`config.mk`:
```
export PLATFORM = sky130hd
export DESIGN_NAME = logging_capture_writer
export DESIGN_NICKNAME = d
export VERILOG_FILES = /design/src/rtl/logging_pkg.sv /design/src/rtl/logging_sample_fifo.sv /design/src/rtl/logging_capture_writer.sv
export SDC_FILE = /design/constraint.sdc
export NUM_CORES = 1
export LEC_CHECK = 0
export ABC_AREA = 1
export ABC_CLOCK_PERIOD_IN_PS = 3800
export CORE_MARGIN = 2
export CORE_UTILIZATION = 54
export DETAILED_ROUTE_END_ITERATION = 8
export HOLD_SLACK_MARGIN = 0.15
export PLACE_DENSITY = 0.9
export SYNTH_ARGS = -nofsm -noshare
export SYNTH_HDL_FRONTEND = slang
export SYNTH_HIERARCHICAL = 1
export SYNTH_SLANG_ARGS = --single-unit
```
`constraint.sdc`:
```
create_clock -name wb_clk_i -period 3.8 [get_ports wb_clk_i]
set_input_delay 0.76 -clock wb_clk_i [delete_from_list [all_inputs] [get_ports wb_clk_i]]
set_output_delay 0.76 -clock wb_clk_i [all_outputs]
set_load 0.01 [all_outputs]
```
`src/rtl/logging_pkg.sv`:
```
// Shared definitions for the logging blockram producer and the sbus memory window.
// Latency: n/a (types and constants only).
// Backpressure: n/a.
package logging_pkg;

   // Blockram geometry, shared with the memory window.
   localparam int LOG_ADR_W           = 12;
   localparam int LOG_MEM_WORDS       = 2048;
   localparam int LOG_FIFO_DEPTH_LOG2 = 2;

   // sbus register offsets (only address bit 1 is decoded).
   localparam logic [15:0] REG_CTRL = 16'h0000;
   localparam logic [15:0] REG_PTR  = 16'h0002;

   // CTRL/STAT bit positions.
   localparam int CTRL_EN   = 0;
   localparam int CTRL_WRAP = 1;
   localparam int CTRL_CLR  = 2;
   localparam int CTRL_FULL = 8;
   localparam int CTRL_OVF  = 9;
   localparam int CTRL_BUSY = 10;

   typedef enum logic {
      IDLE  = 1'b0,
      WRITE = 1'b1
   } log_state_e;

endpackage

```
`src/rtl/logging_sample_fifo.sv`:
```
// Synchronous sample FIFO, 2**DEPTH_LOG2 words; flush has priority over push/pop.
// Latency: a pushed word is visible at head_dat_o after the push edge.
// Backpressure: push ignored when full, pop ignored when empty; caller checks full_o/empty_o.
// Ports: wb_clk_i/wb_rst_i clock and async reset; push_i/push_dat_i write side;
//        pop_i/head_dat_o read side (head is combinational); flush_i empties; full_o/empty_o status.
module logging_sample_fifo #(
   parameter int W          = 16,
   parameter int DEPTH_LOG2 = 2
) (
   input  logic         wb_clk_i,
   input  logic         wb_rst_i,
   input  logic         push_i,
   input  logic [W-1:0] push_dat_i,
   input  logic         pop_i,
   input  logic         flush_i,
   output logic [W-1:0] head_dat_o,
   output logic         full_o,
   output logic         empty_o
);

   localparam int DEPTH = 2 ** DEPTH_LOG2;

   logic [W-1:0]          mem_q [DEPTH];
   logic [DEPTH_LOG2-1:0] wr_ptr_q;
   logic [DEPTH_LOG2-1:0] rd_ptr_q;
   logic [DEPTH_LOG2:0]   count_q;
   logic                  do_push;
   logic                  do_pop;

   assign full_o     = (count_q == (DEPTH_LOG2+1)'(DEPTH));
   assign empty_o    = (count_q == '0);
   assign head_dat_o = mem_q[rd_ptr_q];
   assign do_push    = push_i && !full_o;
   assign do_pop     = pop_i && !empty_o;

   always_ff @(posedge wb_clk_i or posedge wb_rst_i) begin
      if (wb_rst_i) begin
         wr_ptr_q <= '0;
         rd_ptr_q <= '0;
         count_q  <= '0;
      end else if (flush_i) begin
         wr_ptr_q <= '0;
         rd_ptr_q <= '0;
         count_q  <= '0;
      end else begin
         if (do_push) wr_ptr_q <= wr_ptr_q + 1'b1;
         if (do_pop)  rd_ptr_q <= rd_ptr_q + 1'b1;
         count_q <= count_q + (DEPTH_LOG2+1)'(do_push) - (DEPTH_LOG2+1)'(do_pop);
      end
   end

   // Storage needs no reset: occupancy is tracked by count_q.
   always_ff @(posedge wb_clk_i) begin
      if (do_push && !flush_i) mem_q[wr_ptr_q] <= push_dat_i;
   end

endmodule

```
`src/rtl/logging_capture_writer.sv`:
```
// Buffers a 16-bit sample stream and writes it to the logging blockram at an auto-incrementing pointer.
// Latency: sample accepted at edge N -> stb high after N+1 -> ptr advances on the ack edge (>=3 cycles/word).
// Backpressure: none upstream; samples arriving with the 4-deep FIFO full are dropped and flagged as overflow.
// Ports: wb_clk_i/wb_rst_i clock and async active-high reset; sample_dat_i/sample_vld_i sample strobe;
//        sbus_wb_* 2-register slave (CTRL/STAT at 0x0, PTR at 0x2); lbram_wb_* blockram write master;
//        log_full_o log-full flag.
module logging_capture_writer
   import logging_pkg::*;
#(
   parameter int ADR_W           = LOG_ADR_W,
   parameter int MEM_WORDS       = LOG_MEM_WORDS,
   parameter int FIFO_DEPTH_LOG2 = LOG_FIFO_DEPTH_LOG2
) (
   input  logic             wb_clk_i,
   input  logic             wb_rst_i,
   input  logic [15:0]      sample_dat_i,
   input  logic             sample_vld_i,
   input  logic             sbus_wb_cyc_i,
   input  logic             sbus_wb_stb_i,
   input  logic             sbus_wb_we_i,
   input  logic [15:0]      sbus_wb_adr_i,
   input  logic [1:0]       sbus_wb_sel_i,
   input  logic [15:0]      sbus_wb_dat_i,
   output logic [15:0]      sbus_wb_dat_o,
   output logic             sbus_wb_ack_o,
   output logic             lbram_wb_cyc_o,
   output logic             lbram_wb_stb_o,
   output logic             lbram_wb_we_o,
   output logic [ADR_W-1:0] lbram_wb_adr_o,
   output logic [15:0]      lbram_wb_dat_o,
   input  logic             lbram_wb_ack_i,
   output logic             log_full_o
);

   localparam logic [ADR_W-1:0] LAST_ADR = ADR_W'(MEM_WORDS - 1);

   log_state_e       state_q, state_d;
   logic [ADR_W-1:0] ptr_q, ptr_d;
   logic [15:0]      data_q, data_d;
   logic             enable_q, enable_d;
   logic             wrap_q, wrap_d;
   logic             full_q, full_d;
   logic             ovf_q, ovf_d;
   logic             clr_pend_q, clr_pend_d;

   logic             reg_acc, sel_ctrl, sel_ptr, ctrl_wr, clr_wr, accept;
   logic             fifo_push, fifo_pop, fifo_flush, fifo_full, fifo_empty;
   logic [15:0]      fifo_head;
   logic [15:0]      ctrl_rd;
   logic             unused_ok;

   assign unused_ok = ^{sbus_wb_sel_i, sbus_wb_adr_i[15:2], sbus_wb_adr_i[0], sbus_wb_dat_i[15:3]};

   assign reg_acc  = sbus_wb_cyc_i && sbus_wb_stb_i;
   assign sel_ctrl = (sbus_wb_adr_i[1] == REG_CTRL[1]);
   assign sel_ptr  = (sbus_wb_adr_i[1] == REG_PTR[1]);
   assign ctrl_wr  = reg_acc && sbus_wb_we_i && sel_ctrl;
   assign clr_wr   = ctrl_wr && sbus_wb_dat_i[CTRL_CLR];

   // A clear being written this cycle already blocks acceptance, so clear wins over a same-cycle sample.
   assign accept    = sample_vld_i && enable_q && !full_q && !clr_pend_q && !clr_wr;
   assign fifo_push = accept && !fifo_full;

   logging_sample_fifo #(
      .W          (16),
      .DEPTH_LOG2 (FIFO_DEPTH_LOG2)
   ) u_fifo (
      .wb_clk_i   (wb_clk_i),
      .wb_rst_i   (wb_rst_i),
      .push_i     (fifo_push),
      .push_dat_i (sample_dat_i),
      .pop_i      (fifo_pop),
      .flush_i    (fifo_flush),
      .head_dat_o (fifo_head),
      .full_o     (fifo_full),
      .empty_o    (fifo_empty)
   );

   always_ff @(posedge wb_clk_i or posedge wb_rst_i) begin
      if (wb_rst_i) begin
         state_q    <= IDLE;
         ptr_q      <= '0;
         data_q     <= '0;
         enable_q   <= 1'b0;
         wrap_q     <= 1'b0;
         full_q     <= 1'b0;
         ovf_q      <= 1'b0;
         clr_pend_q <= 1'b0;
      end else begin
         state_q    <= state_d;
         ptr_q      <= ptr_d;
         data_q     <= data_d;
         enable_q   <= enable_d;
         wrap_q     <= wrap_d;
         full_q     <= full_d;
         ovf_q      <= ovf_d;
         clr_pend_q <= clr_pend_d;
      end
   end

   always_comb begin
      state_d    = state_q;
      ptr_d      = ptr_q;
      data_d     = data_q;
      enable_d   = enable_q;
      wrap_d     = wrap_q;
      full_d     = full_q;
      ovf_d      = ovf_q;
      clr_pend_d = clr_pend_q;
      fifo_pop   = 1'b0;
      fifo_flush = 1'b0;

      if (accept && fifo_full) ovf_d = 1'b1;

      case (state_q)
         IDLE: begin
            // A pending clear is only applied here so an in-flight bus cycle always completes.
            if (clr_pend_q) begin
               ptr_d      = '0;
               full_d     = 1'b0;
               ovf_d      = 1'b0;
               fifo_flush = 1'b1;
               clr_pend_d = 1'b0;
            end else if (!fifo_empty && !full_q) begin
               fifo_pop = 1'b1;
               data_d   = fifo_head;
               state_d  = WRITE;
            end
         end
         WRITE: begin
            if (lbram_wb_ack_i) begin
               state_d = IDLE;
               if (ptr_q == LAST_ADR) begin
                  if (wrap_q) begin
                     ptr_d = '0;
                  end else begin
                     // Log is full: hold ptr at the last word and discard anything still queued.
                     full_d     = 1'b1;
                     fifo_flush = 1'b1;
                  end
               end else begin
                  ptr_d = ptr_q + ADR_W'(1);
               end
            end
         end
         default: state_d = IDLE;
      endcase

      if (ctrl_wr) begin
         enable_d = sbus_wb_dat_i[CTRL_EN];
         wrap_d   = sbus_wb_dat_i[CTRL_WRAP];
         if (sbus_wb_dat_i[CTRL_CLR]) clr_pend_d = 1'b1;
      end
   end

   always_comb begin
      ctrl_rd            = '0;
      ctrl_rd[CTRL_EN]   = enable_q;
      ctrl_rd[CTRL_WRAP] = wrap_q;
      ctrl_rd[CTRL_FULL] = full_q;
      ctrl_rd[CTRL_OVF]  = ovf_q;
      ctrl_rd[CTRL_BUSY] = (state_q != IDLE) || !fifo_empty;
   end

   assign sbus_wb_ack_o  = reg_acc;
   assign sbus_wb_dat_o  = sel_ptr ? {{(16-ADR_W){1'b0}}, ptr_q} : ctrl_rd;

   assign lbram_wb_cyc_o = (state_q == WRITE);
   assign lbram_wb_stb_o = (state_q == WRITE);
   assign lbram_wb_we_o  = (state_q == WRITE);
   assign lbram_wb_adr_o = ptr_q;
   assign lbram_wb_dat_o = data_q;
   assign log_full_o     = full_q;

endmodule
```
### Word-level counts from Yosys, hierarchy flattened

Memories as Yosys holds them, arrays and structs flattened. A register that Yosys moved wholly into a read port is not among the register bits.
Index checks and enable logic that the tools add are counted.

* RAM bits: 64
* input bits: 57
* memories: 1
* logic and storage cells: 87
* output and inout bits: 49
* bits in registers: 25

Memory list
* u_fifo.mem_q: words 4, width 16, read ports 1, clocked after Yosys merged registers in 1, write ports 1, RTL line logging_sample_fifo.sv:23 `logic [W-1:0] mem_q [DEPTH];`

* equality and inequality tests: 7
* mux-type cells: 34
* bitwise gates (word level): 3
* add/subtract/negate cells: 5
* reduce and logical (&&, ||, !) cells: 27

Operators with widths (number)
* 12-bit two-way mux: 5
* 12-bit case mux with 2 select lines: 1
* 1-bit two-way mux: 20
* 1-bit logical AND: 14
* 12-bit by 1-bit adder with 12-bit output (second input constant): 1
* 12-bit by 11-bit equality test with 1-bit output (second input constant): 1
* 2-bit two-way mux: 4
* 1-bit logical NOT: 6
* 2-bit inequality test (second input constant): 3
* 1-bit case mux with 2 select lines: 3
* 3-bit AND reduction: 2
* 2-bit by 1-bit adder with 2-bit output (second input constant): 2
* 4-bit AND reduction: 1
* 2-bit nonzero test: 2
* 3-bit by 1-bit adder with 3-bit output: 1
* 3-bit equality test (second input constant): 1
* 3-bit logical NOT: 1
* 3-bit two-way mux: 1
* 3-bit inequality test (second input constant): 1
* 1-bit inverter: 3
* 3-bit by 1-bit subtractor with 3-bit output: 1
* 2-bit by 1-bit inequality test with 1-bit output (second input constant): 1
* 1-bit logical OR: 1

### Depth between registers and ports, before layout

Gate-level depths: netlist of run 1.

* word-level depth: 11
* gate-level depth with buffers: 15
* mapped depth without buffers: 14

### Hierarchy

The synthesis of run 1 kept the hierarchy.

Modules (own cells, without submodules)
* logging_sample_fifo: instances 1, cells each 219, area each 2892.8 sq um, sequential area each 2097.0 sq um
* logging_capture_writer: instances 1, cells each 247, area each 1863.0 sq um, sequential area each 850.8 sq um

### Least setup slack after synthesis of run 1

OpenSTA, ideal clock, no wires.

* kind: register to register
* from: register ptr_q[0] (netlist: lbram_wb_adr_o[0])
* to: memory u_fifo.mem_q[0][0], enable pin
* library setup time: 0.389 ns
* data required time: 3.411 ns
* path slack: 1.215 ns
* buffers on the path: 0
* cell stages (with the launch flop): 10
* arrival: 2.197 ns
* clock period less this slack: 2.585 ns
* cells stage by stage: dfrtp_1 > ha_1 > nand2_1 > nor2_4 > nand4_4 > or2_1 > o21ai_0 > clkinv_1 > nand3_1 > nor2_1

* word-level cells in the longest chain between the ends: 8

RTL lines
* from (decl): RTL line logging_capture_writer.sv:38 `logic [ADR_W-1:0] ptr_q, ptr_d;`
* from (signal assigned): RTL line logging_capture_writer.sv:91 `ptr_q <= ptr_d;`
* 12-bit by 11-bit equality test with 1-bit output: RTL line logging_capture_writer.sv:133 `if (ptr_q == LAST_ADR) begin`
* 1-bit two-way mux: RTL line logging_capture_writer.sv:133
* 1-bit two-way mux: RTL line logging_capture_writer.sv:131 `if (lbram_wb_ack_i) begin`
* 1-bit case mux with 2 select lines: RTL line logging_capture_writer.sv:115 `case (state_q)`
* net fifo_flush: RTL line logging_capture_writer.sv:47 `logic fifo_push, fifo_pop, fifo_flush, fifo_full, fifo_empty;`
* 1-bit logical NOT: RTL line logging_sample_fifo.sv:54 `if (do_push && !flush_i) mem_q[wr_ptr_q] <= push_dat_i;`
* 1-bit logical AND: RTL line logging_sample_fifo.sv:54
* 1-bit two-way mux: RTL line logging_sample_fifo.sv:54
* 1-bit two-way mux (not written as such): RTL line logging_sample_fifo.sv:54
* to (decl): RTL line logging_sample_fifo.sv:23

The timed path passes the listed nets, and every way through them passes these cells.

### Final worst setup path of run 1

* from: input port sbus_wb_adr_i[1]
* to: output port sbus_wb_dat_o[9]

* word-level cells in the longest chain between the ends: 1

RTL lines
* from (decl): RTL line logging_capture_writer.sv:21 `input logic [15:0] sbus_wb_adr_i,`
* 12-bit two-way mux: RTL line logging_capture_writer.sv:166 `assign sbus_wb_dat_o = sel_ptr ? {{(16-ADR_W){1'b0}}, ptr_q} : ctrl_rd;`
* to (decl): RTL line logging_capture_writer.sv:24 `output logic [15:0] sbus_wb_dat_o,`

Every way passes these cells.

==> results of run 1 <==
==> synth_stat cells, types with 2 or more instances <==
library cell,instances
inv_2,2
o21bai_1,2
dfrtp_1,41
o21ai_0,20
buf_6,10
o21ai_2,2
nand3_1,17
xor2_1,2
nor2_4,3
edfxtp_1,64
nand2_1,114
nand4_1,8
buf_4,9
a21oi_1,3
ha_1,7
o22ai_1,17
inv_1,46
nor2_1,55
o21ai_1,27
==> logic make-up (layout without fill, tap and decap cells) <==
family	after synthesis	in the layout	share of synthesized area, %
AO/OA/AOI/OAI	72	72	8.314
XOR/XNOR	3	3	0.5526
adder cells (fa/ha/maj)	8	8	2.262
buffers and inverters	72	145	8.129
flip-flops	105	105	61.98
multiplexers	1	1	0.2368
other	1	4	0.07885
AND/OR/NAND/NOR	204	204	18.44
==> layout by cell type, fill, tap and decap left out, drive strengths merged <==
cell type / n
inv: 50
bufinv: 1
mux2: 1
nand2: 115
nand4: 9
a31oi: 1
buf: 8
nor3: 2
clkinvlp: 1
dfrtp: 41
xnor2: 1
o21ai: 49
or2: 2
clkinv: 4
nand3b: 1
conb: 4
ha: 7
clkdlybuf4s50: 71
clkbuf: 10
fa: 1
o22ai: 17
nand3: 17
a21oi: 3
xor2: 2
nor2: 58
o21bai: 2
edfxtp: 64
==> registers in the layout, summed over array words and instances (netlist names) <==
signal	flops
lbram_wb_adr_o	12
lbram_wb_cyc_o	1
u_fifo/count_q	3
lbram_wb_dat_o	16
u_fifo/wr_ptr_q	2
wrap_q	1
clr_pend_q	1
enable_q	1
u_fifo/rd_ptr_q	2
u_fifo/mem_q	64
ovf_q	1
log_full_o	1
==> routing by layer <==
layer	vias to the layer above	part of all wire, %	global-route usage, %
met5	-	0	0
met4	0	1.3	7.799
met3	14	7.0	4.152
met2	137	50	35.93
met1	1646	41	26.73
li1	1685	-	-
==> metrics by stage <==
stage               hold WS [ns]  worst slack, ns
finish                    0.4821           0.8937
global route              0.5108           0.7344
CTS                       0.4850           0.8931
detailed placement        0.4633           0.5957
global placement          0.4555           0.6140
floorplan                 0.4908            1.215
==> where the power goes <==
part           internal, mW  switching (mW)  leakage, nW  total, mW
logic                 0.596           0.857         1.19       1.45
clock network         0.309           0.369       0.0982      0.677
registers              1.46           0.209         1.10       1.67
total                  2.37            1.43         2.38       3.80
==> layout make-up <==
cell class | count | area (sq um)
clock buffer | 10 | 127.6
clock inverter | 6 | 67.56
fill | 641 | 2962
inverter | 50 | 192.7
multi-input combinational | 292 | 1433
sequential | 105 | 2948
tap | 108 | 135.1
timing repair buffer | 79 | 770.7
==> worst paths after layout <==
check / cells past startpoint / start / endpoint
worst max-delay path: 5 / sbus_wb_adr_i[1] / sbus_wb_dat_o[9]
worst min-delay path: 2 / lbram_wb_dat_o[0] / lbram_wb_dat_o[0]
worst max register to register: 9 / lbram_wb_cyc_o / u_fifo/mem_q[3][9]
worst min register to register: 2 / lbram_wb_dat_o[0] / lbram_wb_dat_o[0]
max in group asynchronous: 3 / wb_rst_i / lbram_wb_cyc_o
min in group asynchronous: 2 / wb_rst_i / u_fifo/wr_ptr_q[1]
==> critical path, stage by stage <==
cell	delay (ns)
clkdlybuf4s50_1	0.48
buf_4	0.18
nand2_1	0.06
o21ai_0	0.09
clkdlybuf4s50_1	0.57
==> results.py, run 1 <==
metrics = {
    "sta": {
        "tns_ns": 0,
        "finalSetupViolCount": 0,
        "finalCritPeriodShare_pct": 76.48,
        "rsz0062_at_grt": "no",
        "maxSlewViolCount": 0,
        "clock.fmax_ghz": 0.3441,
        "hold_viol_final": 0,
        "relSlewSlack_pct": 52.66,
        "tightest_slew_ns": 0.7101,
        "finalClockSkew_ns": 0.01113,
        "min_period_ns": 2.906,
    },
    "global_route": {
        "grt_max_degree": 35,
        "antenna_found_initial": 0,
        "grt_pass1_vias": 3491,
        "grt_remaining_overflow": 0,
        "grt_pass1_wl_um": 16140,
        "grt_use_total_pct": 21.02,
    },
    "synth": {
        "synth.area.top_cells": "edfxtp_1 (40%), dfrtp_1 (22%), nand2_1 (9.0%)",
        "netlist.area_leader.share_pct": 40.41,
        "syn_inst": 466,
        "synth_edf_count": 64,
        "ys.flop_type": "edfxtp_1",
        "ys_types": 36,
        "synth_top_area_cell": "edfxtp_1",
        "async_reset_ff_share_pct": 39.05,
        "ys_seq_area_share_pct": 61.98,
        "synth-seq-cells": 105,
        "syn_area_sq_um": 4756,
        "syn_avg_cell_area_sq_um": 10.21,
        "yosysWarnings": 6,
    },
    "clocking": {
        "clock_path_buffers": 2,
        "cts_tree": "built",
        "clk_latency_ns": 0.36,
        "clk_pin_slew_ns": 0.09,
        "root_buffer": "clkbuf_8",
        "htreeDepth": 3,
        "cts_resized": 0,
        "numClockSinks": 105,
        "postCtsSetupBuffers": 0,
        "postCtsHoldBufs": 0,
        "cts_inserted_buffers": 9,
    },
    "floorplanning": {
        "floorplan.die.width_um": 97.85,
        "die_area_sq_um": 9574,
        "row_count": 34,
        "die_height_um": 97.85,
        "core_sq_um": 8636,
        "start_util_pct": 55.07,
        "ioPinCount": 106,
    },
    "power": {
        "p_per_area_nw_per_um2": 669.9,
        "irDropWorstVdd_v": 0.0003378,
        "finalPower_mw": 3.801,
        "p_leak_nw": 2.384,
    },
    "outcome": {
        "status": "finished, final reports clean",
    },
    "final_layout": {
        "drive_above_1_share_pct": 6.642,
        "area_growth_pct": 19.31,
        "final_cells": 650,
        "nets": 602,
        "utilization_pct": 65.71,
        "fin_area_sq_um": 5674,
        "num_antenna_cells": 0,
    },
    "worst_setup_path": {
        "worstSetupStartpointType": "input port",
        "critPathKind": "in -> out",
        "cp-end-kind": "output port",
        "cp.required_ns": 3.04,
        "crit_fanout": 14,
        "crit_arrival_ns": 2.15,
        "reg2reg_slack_ns": 1.02,
    },
    "placed_design": {
        "placedCellCount": 634,
        "gp_congestion": 0.8677,
        "place.port_buffers": 71,
        "placed_cell_area_sq_um": 5479,
        "dp_hpwl_um": 6559,
    },
    "drt": {
        "ant_nets": 0,
        "drtIter0Drc": 214,
        "num_vias": 3482,
        "dr.pass1.iters": 5,
        "avgRoutedWirePerCell_um": 15.08,
        "vias_per_cell": 5.357,
        "drc": 0,
        "postRouteWirelength_um": 9799,
    },
    "min_path": {
        "hp-class": "reg -> reg",
    },
    "run": {
        "maxCapViolations": 0,
    },
}
Power figures use the tool's default switching activity.
==> run 2: changes to the inputs <==
--- a/config.mk
+++ b/config.mk
@@ -6,12 +6,12 @@
 export NUM_CORES = 1
 export LEC_CHECK = 0
 export ABC_AREA = 1
-export ABC_CLOCK_PERIOD_IN_PS = 3800
+export ABC_CLOCK_PERIOD_IN_PS = 2500
 export CORE_MARGIN = 2
-export CORE_UTILIZATION = 54
+export CORE_UTILIZATION = 46
 export DETAILED_ROUTE_END_ITERATION = 8
 export HOLD_SLACK_MARGIN = 0.15
-export PLACE_DENSITY = 0.9
+export PLACE_DENSITY = 0.82
 export SYNTH_ARGS = -nofsm -noshare
 export SYNTH_HDL_FRONTEND = slang
 export SYNTH_HIERARCHICAL = 1
==> constraint.sdc (replaced) <==
create_clock -name wb_clk_i -period 2.5 [get_ports wb_clk_i]
set_input_delay 0.5 -clock wb_clk_i [delete_from_list [all_inputs] [get_ports wb_clk_i]]
set_output_delay 0.5 -clock wb_clk_i [all_outputs]
set_load 0.01 [all_outputs]
==> run 2 against run 1 <==
Against the previous run:
- wire length increased by 4.0%
- worst hold slack got worse by 0.078 ns
- design area increased by 3.5%
- worst setup slack got worse by 0.81 ns
- die area increased by 17%
- flip-flop and latch count unchanged
- clock skew decreased by 0.0010 ns
- clock power increased by 54%
- final cell count increased by 6.5%
- non-clock buffer count increased by 14
- critical path type unchanged
==> results.py, run 2 (synthesis results as in run 1) <==
metrics = {
    "final_layout": {
        "nets": 616,
        "drive_above_1_share_pct": 9.532,
        "register_area_sq_um": 2948,
        "num_antenna_cells": 0,
        "layout_common_cells": "nand2_1 (113), clkdlybuf4s50_1 (71), edfxtp_1 (64), nor2_1 (55), inv_1 (45)",
        "fin_area_sq_um": 5874,
        "area_growth_pct": 23.52,
        "largest_register_ff_count": 64,
        "multiInputGateArea_sq_um": 1444,
        "regMostFlops": "u_fifo/mem_q",
        "mostFrequentLayoutCell": "nand2_1",
        "final_cells": 692,
        "nFillCells": 853,
    },
    "power": {
        "irDropWorstVdd_v": 0.0006359,
        "cellInternalPower_mw": 3.701,
        "p_leak_nw": 2.464,
        "p_switching_mw": 2.226,
        "p_per_area_nw_per_um2": 1009,
        "seq_power_share_pct": 42.2,
        "combPwrFrac_pct": 40.3,
        "switching_share_pct": 37.56,
        "power_frac_clock_pct": 17.5,
    },
    "global_route": {
        "antenna_found_initial": 0,
        "grt_pass1_vias": 3518,
        "grt_remaining_overflow": 0,
        "grt_pass1_wl_um": 16770,
        "grt_use_total_pct": 18.91,
        "grt_max_degree": 35,
    },
    "run": {
        "maxCapViolations": 0,
    },
    "outcome": {
        "status": "finished, final reports clean",
    },
    "drt": {
        "avgRoutedWirePerCell_um": 14.72,
        "drtIter0Drc": 216,
        "dr.pass1.iters": 4,
        "top_layer": "met4",
        "drc": 0,
        "route.met2.wl_um": 5097,
        "wl_met1_um": 4332,
        "met3WireLength_um": 591,
        "postRouteWirelength_um": 10190,
        "vias_per_cell": 5.123,
        "num_vias": 3545,
        "ant_nets": 0,
    },
    "floorplanning": {
        "ioPinCount": 106,
        "core_sq_um": 10180,
        "floorplan.die.width_um": 105.7,
        "die_area_sq_um": 11170,
        "row_count": 37,
        "start_util_pct": 46.70,
        "die_height_um": 105.7,
    },
    "worst_setup_path": {
        "critPathKind": "in -> out",
        "cp.required_ns": 2.00,
        "cp-end-kind": "output port",
        "crit_arrival_ns": 1.91,
        "crit_chain": "clkdlybuf4s50_1, buf_4, nand2_1, o21ai_0, clkdlybuf4s50_1",
        "crit_top_cell": "clkdlybuf4s50_1",
        "worstSetupStartpointType": "input port",
        "slowest_delay_ns": 0.56,
        "crit_fanout": 14,
        "slowest_stage": "clkdlybuf4s50_1",
    },
    "clocking": {
        "htreeDepth": 3,
        "cts_inserted_buffers": 9,
        "numClockSinks": 105,
        "clk_pin_slew_ns": 0.10,
        "cts_resized": 0,
        "cts_tree": "built",
        "clock_path_buffers": 2,
        "postCtsHoldBufs": 0,
        "postCtsSetupBuffers": 0,
        "root_buffer": "clkbuf_8",
        "clk_latency_ns": 0.35,
    },
    "placed_design": {
        "placed_cell_area_sq_um": 5669,
        "dp_hpwl_um": 6909,
        "place.port_buffers": 71,
        "gp_congestion": 0.8179,
        "dp_slack_ns": -0.2950,
        "placedCellCount": 676,
    },
    "sta": {
        "finalSetupViolCount": 0,
        "finalClockSkew_ns": 0.01009,
        "clock.fmax_ghz": 0.4144,
        "min_period_ns": 2.413,
        "hold_viol_final": 0,
        "finalCritPeriodShare_pct": 96.52,
        "setup_ws_ns": 0.08712,
        "tightest_slew_ns": 0.6838,
        "rsz0062_at_grt": "no",
        "relSlewSlack_pct": 54.42,
        "maxSlewViolCount": 0,
    },
    "min_path": {
        "hp-class": "in -> async",
    },
}
[run 2: cell count changes in the layout (fill, tap and decap cells not counted), sizes merged]
cell,previous run,this run
buf,8,22
clkinv,4,3
inv,50,51
[run 2: metal layers]
layer / vias up / GRT usage, %
li1: 1704 / -
met1: 1694 / 23.51
met2: 128 / 33.46
met3: 19 / 3.401
met4: 0 / 6.015
met5: - / 0
[run 2: area by class of cell]
cell class	count	area share (%)
clock inverters	6	1.129
flip-flops and latches	105	50.18
multi-input cells	292	24.58
inverters	50	3.280
clock buffers	10	2.173
well taps	136	2.897
repair buffers	93	15.76
[run 2: power groups by stage]
stage | Sequential [mW] | Combinational (mW) | Clock, mW
3_5_place_dp | 2.53 | 2.38 | 0
6_report | 2.50 | 2.39 | 1.04
2_1_floorplan | 2.51 | 1.56 | 0
3_3_place_gp | 2.51 | 2.27 | 0
5_1_grt | 2.54 | 2.67 | 1.14
4_1_cts | 2.50 | 2.40 | 1.06
[run 2: through the flow]
step	power, mW	TNS (ns)	hold slack (ns)	utilization, %
final	5.927	0	0.4044	57.68
after detailed placement	4.909	-0.5490	0.4624	55.66
after CTS	5.953	0	0.4008	57.57
after global placement	4.777	-0.3952	0.4546	55.66
after global routing	6.347	0	0.4053	57.68
after floorplan	4.064	-5.469	0.3034	-
[run 2: critical path: cells and delay by family]
| family | cells | cell delay, ns |
|---|---|---|
| compound gates | 1 | 0.08 |
| buf+inv | 3 | 1.24 |
| simple gates | 1 | 0.10 |
[run 2: path summary, 6_finish.rpt]
check | startpoint | end | slack [ns] | cells after the start
setup reg to reg | lbram_wb_adr_o[1] | u_fifo/mem_q[3][2] | 0.18 | 10
max in group asynchronous | wb_rst_i | lbram_wb_adr_o[10] | 1.59 | 3
min in group wb_clk_i | lbram_wb_dat_o[10] | lbram_wb_dat_o[10] | 0.48 | 2
setup / recovery | sbus_wb_adr_i[1] | sbus_wb_dat_o[0] | 0.09 | 5
hold reg to reg | lbram_wb_dat_o[10] | lbram_wb_dat_o[10] | 0.48 | 2
hold / removal | wb_rst_i | u_fifo/count_q[1] | 0.40 | 2
==> run 3: changes to the inputs <==
--- a/config.mk
+++ b/config.mk
@@ -6,12 +6,12 @@
 export NUM_CORES = 1
 export LEC_CHECK = 0
 export ABC_AREA = 1
-export ABC_CLOCK_PERIOD_IN_PS = 2500
+export ABC_CLOCK_PERIOD_IN_PS = 2900
 export CORE_MARGIN = 2
-export CORE_UTILIZATION = 46
+export CORE_UTILIZATION = 54
 export DETAILED_ROUTE_END_ITERATION = 8
 export HOLD_SLACK_MARGIN = 0.15
-export PLACE_DENSITY = 0.82
+export PLACE_DENSITY = 0.9
 export SYNTH_ARGS = -nofsm -noshare
 export SYNTH_HDL_FRONTEND = slang
 export SYNTH_HIERARCHICAL = 1
==> constraint.sdc (replaced) <==
create_clock -name wb_clk_i -period 2.9 [get_ports wb_clk_i]
set_input_delay 0.58 -clock wb_clk_i [delete_from_list [all_inputs] [get_ports wb_clk_i]]
set_output_delay 0.58 -clock wb_clk_i [all_outputs]
set_load 0.01 [all_outputs]
==> run 3 against run 2 <==
Against the previous run:
- combinational power down 19%
- sequential share of layout area up 1.3 points
- highest routed layer unchanged
- die area down 14%
- non-clock buffer count down 10
- utilization up 8.6 points
==> results.py, run 3 (synthesis results as in run 1) <==
metrics = {
    "outcome": {
        "status": "finished, final reports clean",
    },
    "placed_design": {
        "gp_congestion": 0.8862,
        "dp_hpwl_um": 6645,
        "place.port_buffers": 71,
        "dp_slack_ns": -0.02947,
        "placed_cell_area_sq_um": 5509,
        "placedCellCount": 638,
    },
    "power": {
        "combPwrFrac_pct": 38.1,
        "p_per_area_nw_per_um2": 886.4,
        "seq_power_share_pct": 43.1,
        "switching_share_pct": 38.34,
        "finalPower_mw": 5.072,
        "p_leak_nw": 2.412,
        "power_frac_clock_pct": 18.8,
        "cellInternalPower_mw": 3.128,
        "p_switching_mw": 1.945,
        "irDropWorstVdd_v": 0.0005897,
    },
    "clocking": {
        "postCtsHoldBufs": 0,
        "numClockSinks": 105,
        "clock_path_buffers": 2,
        "root_buffer": "clkbuf_8",
        "cts_resized": 0,
        "cts_inserted_buffers": 9,
        "htreeDepth": 3,
        "clk_pin_slew_ns": 0.10,
        "postCtsSetupBuffers": 0,
        "clk_latency_ns": 0.38,
        "cts_tree": "built",
    },
    "min_path": {
        "hp-class": "in -> async",
    },
    "final_layout": {
        "area_growth_pct": 20.31,
        "fin_area_sq_um": 5722,
        "largest_register_ff_count": 64,
        "utilization_pct": 66.26,
        "layout_common_cells": "nand2_1 (114), clkdlybuf4s50_1 (71), edfxtp_1 (64), nor2_1 (55), inv_1 (46)",
        "mostFrequentLayoutCell": "nand2_1",
        "drive_above_1_share_pct": 7.509,
        "final_cells": 654,
        "regMostFlops": "u_fifo/mem_q",
        "nFillCells": 633,
        "num_antenna_cells": 0,
        "nets": 606,
    },
    "worst_setup_path": {
        "crit_arrival_ns": 2.80,
        "crit_fanout": 4,
        "cp-end-kind": "flop",
        "critPathKind": "in -> reg",
        "r2r_start": "lbram_wb_adr_o[1]",
        "crit_path_start": "sbus_wb_adr_i[1]",
        "cp.required_ns": 3.18,
        "worstSetupStartpointType": "input port",
        "reg2reg_slack_ns": 0.42,
        "reg2reg_depth": 10,
    },
    "global_route": {
        "grt_use_total_pct": 21.88,
        "grt_max_degree": 35,
        "antenna_found_initial": 0,
        "grt_pass1_vias": 3507,
        "grt_pass1_wl_um": 16550,
        "grt_remaining_overflow": 0,
    },
    "sta": {
        "tns_ns": 0,
        "rsz0062_at_grt": "no",
        "tightest_slew_ns": 0.8093,
        "finalClockSkew_ns": 0.01218,
        "setup_ws_ns": 0.3735,
        "min_period_ns": 2.526,
        "maxSlewViolCount": 0,
        "hold_viol_final": 0,
        "fin_hold_ws_ns": 0.4573,
        "clock.fmax_ghz": 0.3958,
        "relSlewSlack_pct": 46.05,
        "finalSetupViolCount": 0,
        "finalCritPeriodShare_pct": 87.12,
    },
    "drt": {
        "drtIter0Drc": 182,
        "num_vias": 3513,
        "avgRoutedWirePerCell_um": 15.40,
        "postRouteWirelength_um": 10070,
        "vias_per_cell": 5.372,
        "drc": 0,
        "ant_nets": 0,
        "dr.pass1.iters": 5,
    },
    "floorplanning": {
        "die_area_sq_um": 9574,
        "core_sq_um": 8636,
        "ioPinCount": 106,
        "floorplan.die.width_um": 97.85,
        "die_height_um": 97.85,
        "start_util_pct": 55.07,
        "row_count": 34,
    },
    "run": {
        "maxCapViolations": 0,
    },
}
-- run 3: cell types whose count changed in the layout (fill, tap and decap cells not counted), sizes merged --
cell / delta
buf: -10
clkinv: +2
clkbuf: -1
clkinvlp: -1
-- run 3: cell type report --
type	instances	area (sq um)	area share, %
timing repair buffer	83	800.8	14.00
inverter	50	192.7	3.368
multi-input combinational	292	1433	25.04
clock inverter	7	88.84	1.553
tap	108	135.1	2.362
clock buffer	9	123.9	2.165
sequential	105	2948	51.52
-- run 3: metal layers --
layer	global-route usage, %	vias to the layer above	share of wire [%]
met5	0	-	0
met3	3.865	16	8.0
met4	7.158	0	1.5
met1	28.09	1642	40
li1	-	1682	-
met2	37.93	173	51
-- run 3: worst max-delay path: stages --
cell and delay [ns]:
clkdlybuf4s50_1 0.47, inv_1 0.08, nand3_1 0.11, o21ai_0 0.12
nor2_1 0.18, nand2_1 0.12, ha_1 0.28, inv_1 0.05
ha_1 0.14, inv_1 0.05, fa_1 0.38, a21oi_1 0.16
nor2_1 0.06
-- run 3: power groups by stage --
stage	logic, mW	registers, mW	clock network (mW)
3_5_place_dp	1.93	2.21	0
3_3_place_gp	1.83	2.19	0
2_1_floorplan	1.34	2.16	0
6_report	1.93	2.18	0.954
4_1_cts	1.95	2.18	0.964
5_1_grt	2.16	2.22	1.03
-- run 3: final timing paths --
path | endpoint
setup reg to reg | u_fifo/mem_q[0][5]
hold reg to reg | lbram_wb_dat_o[0]
max in group asynchronous | lbram_wb_adr_o[11]
min in group wb_clk_i | lbram_wb_dat_o[0]
hold / removal | u_fifo/rd_ptr_q[0]
setup / recovery | u_fifo/count_q[2]
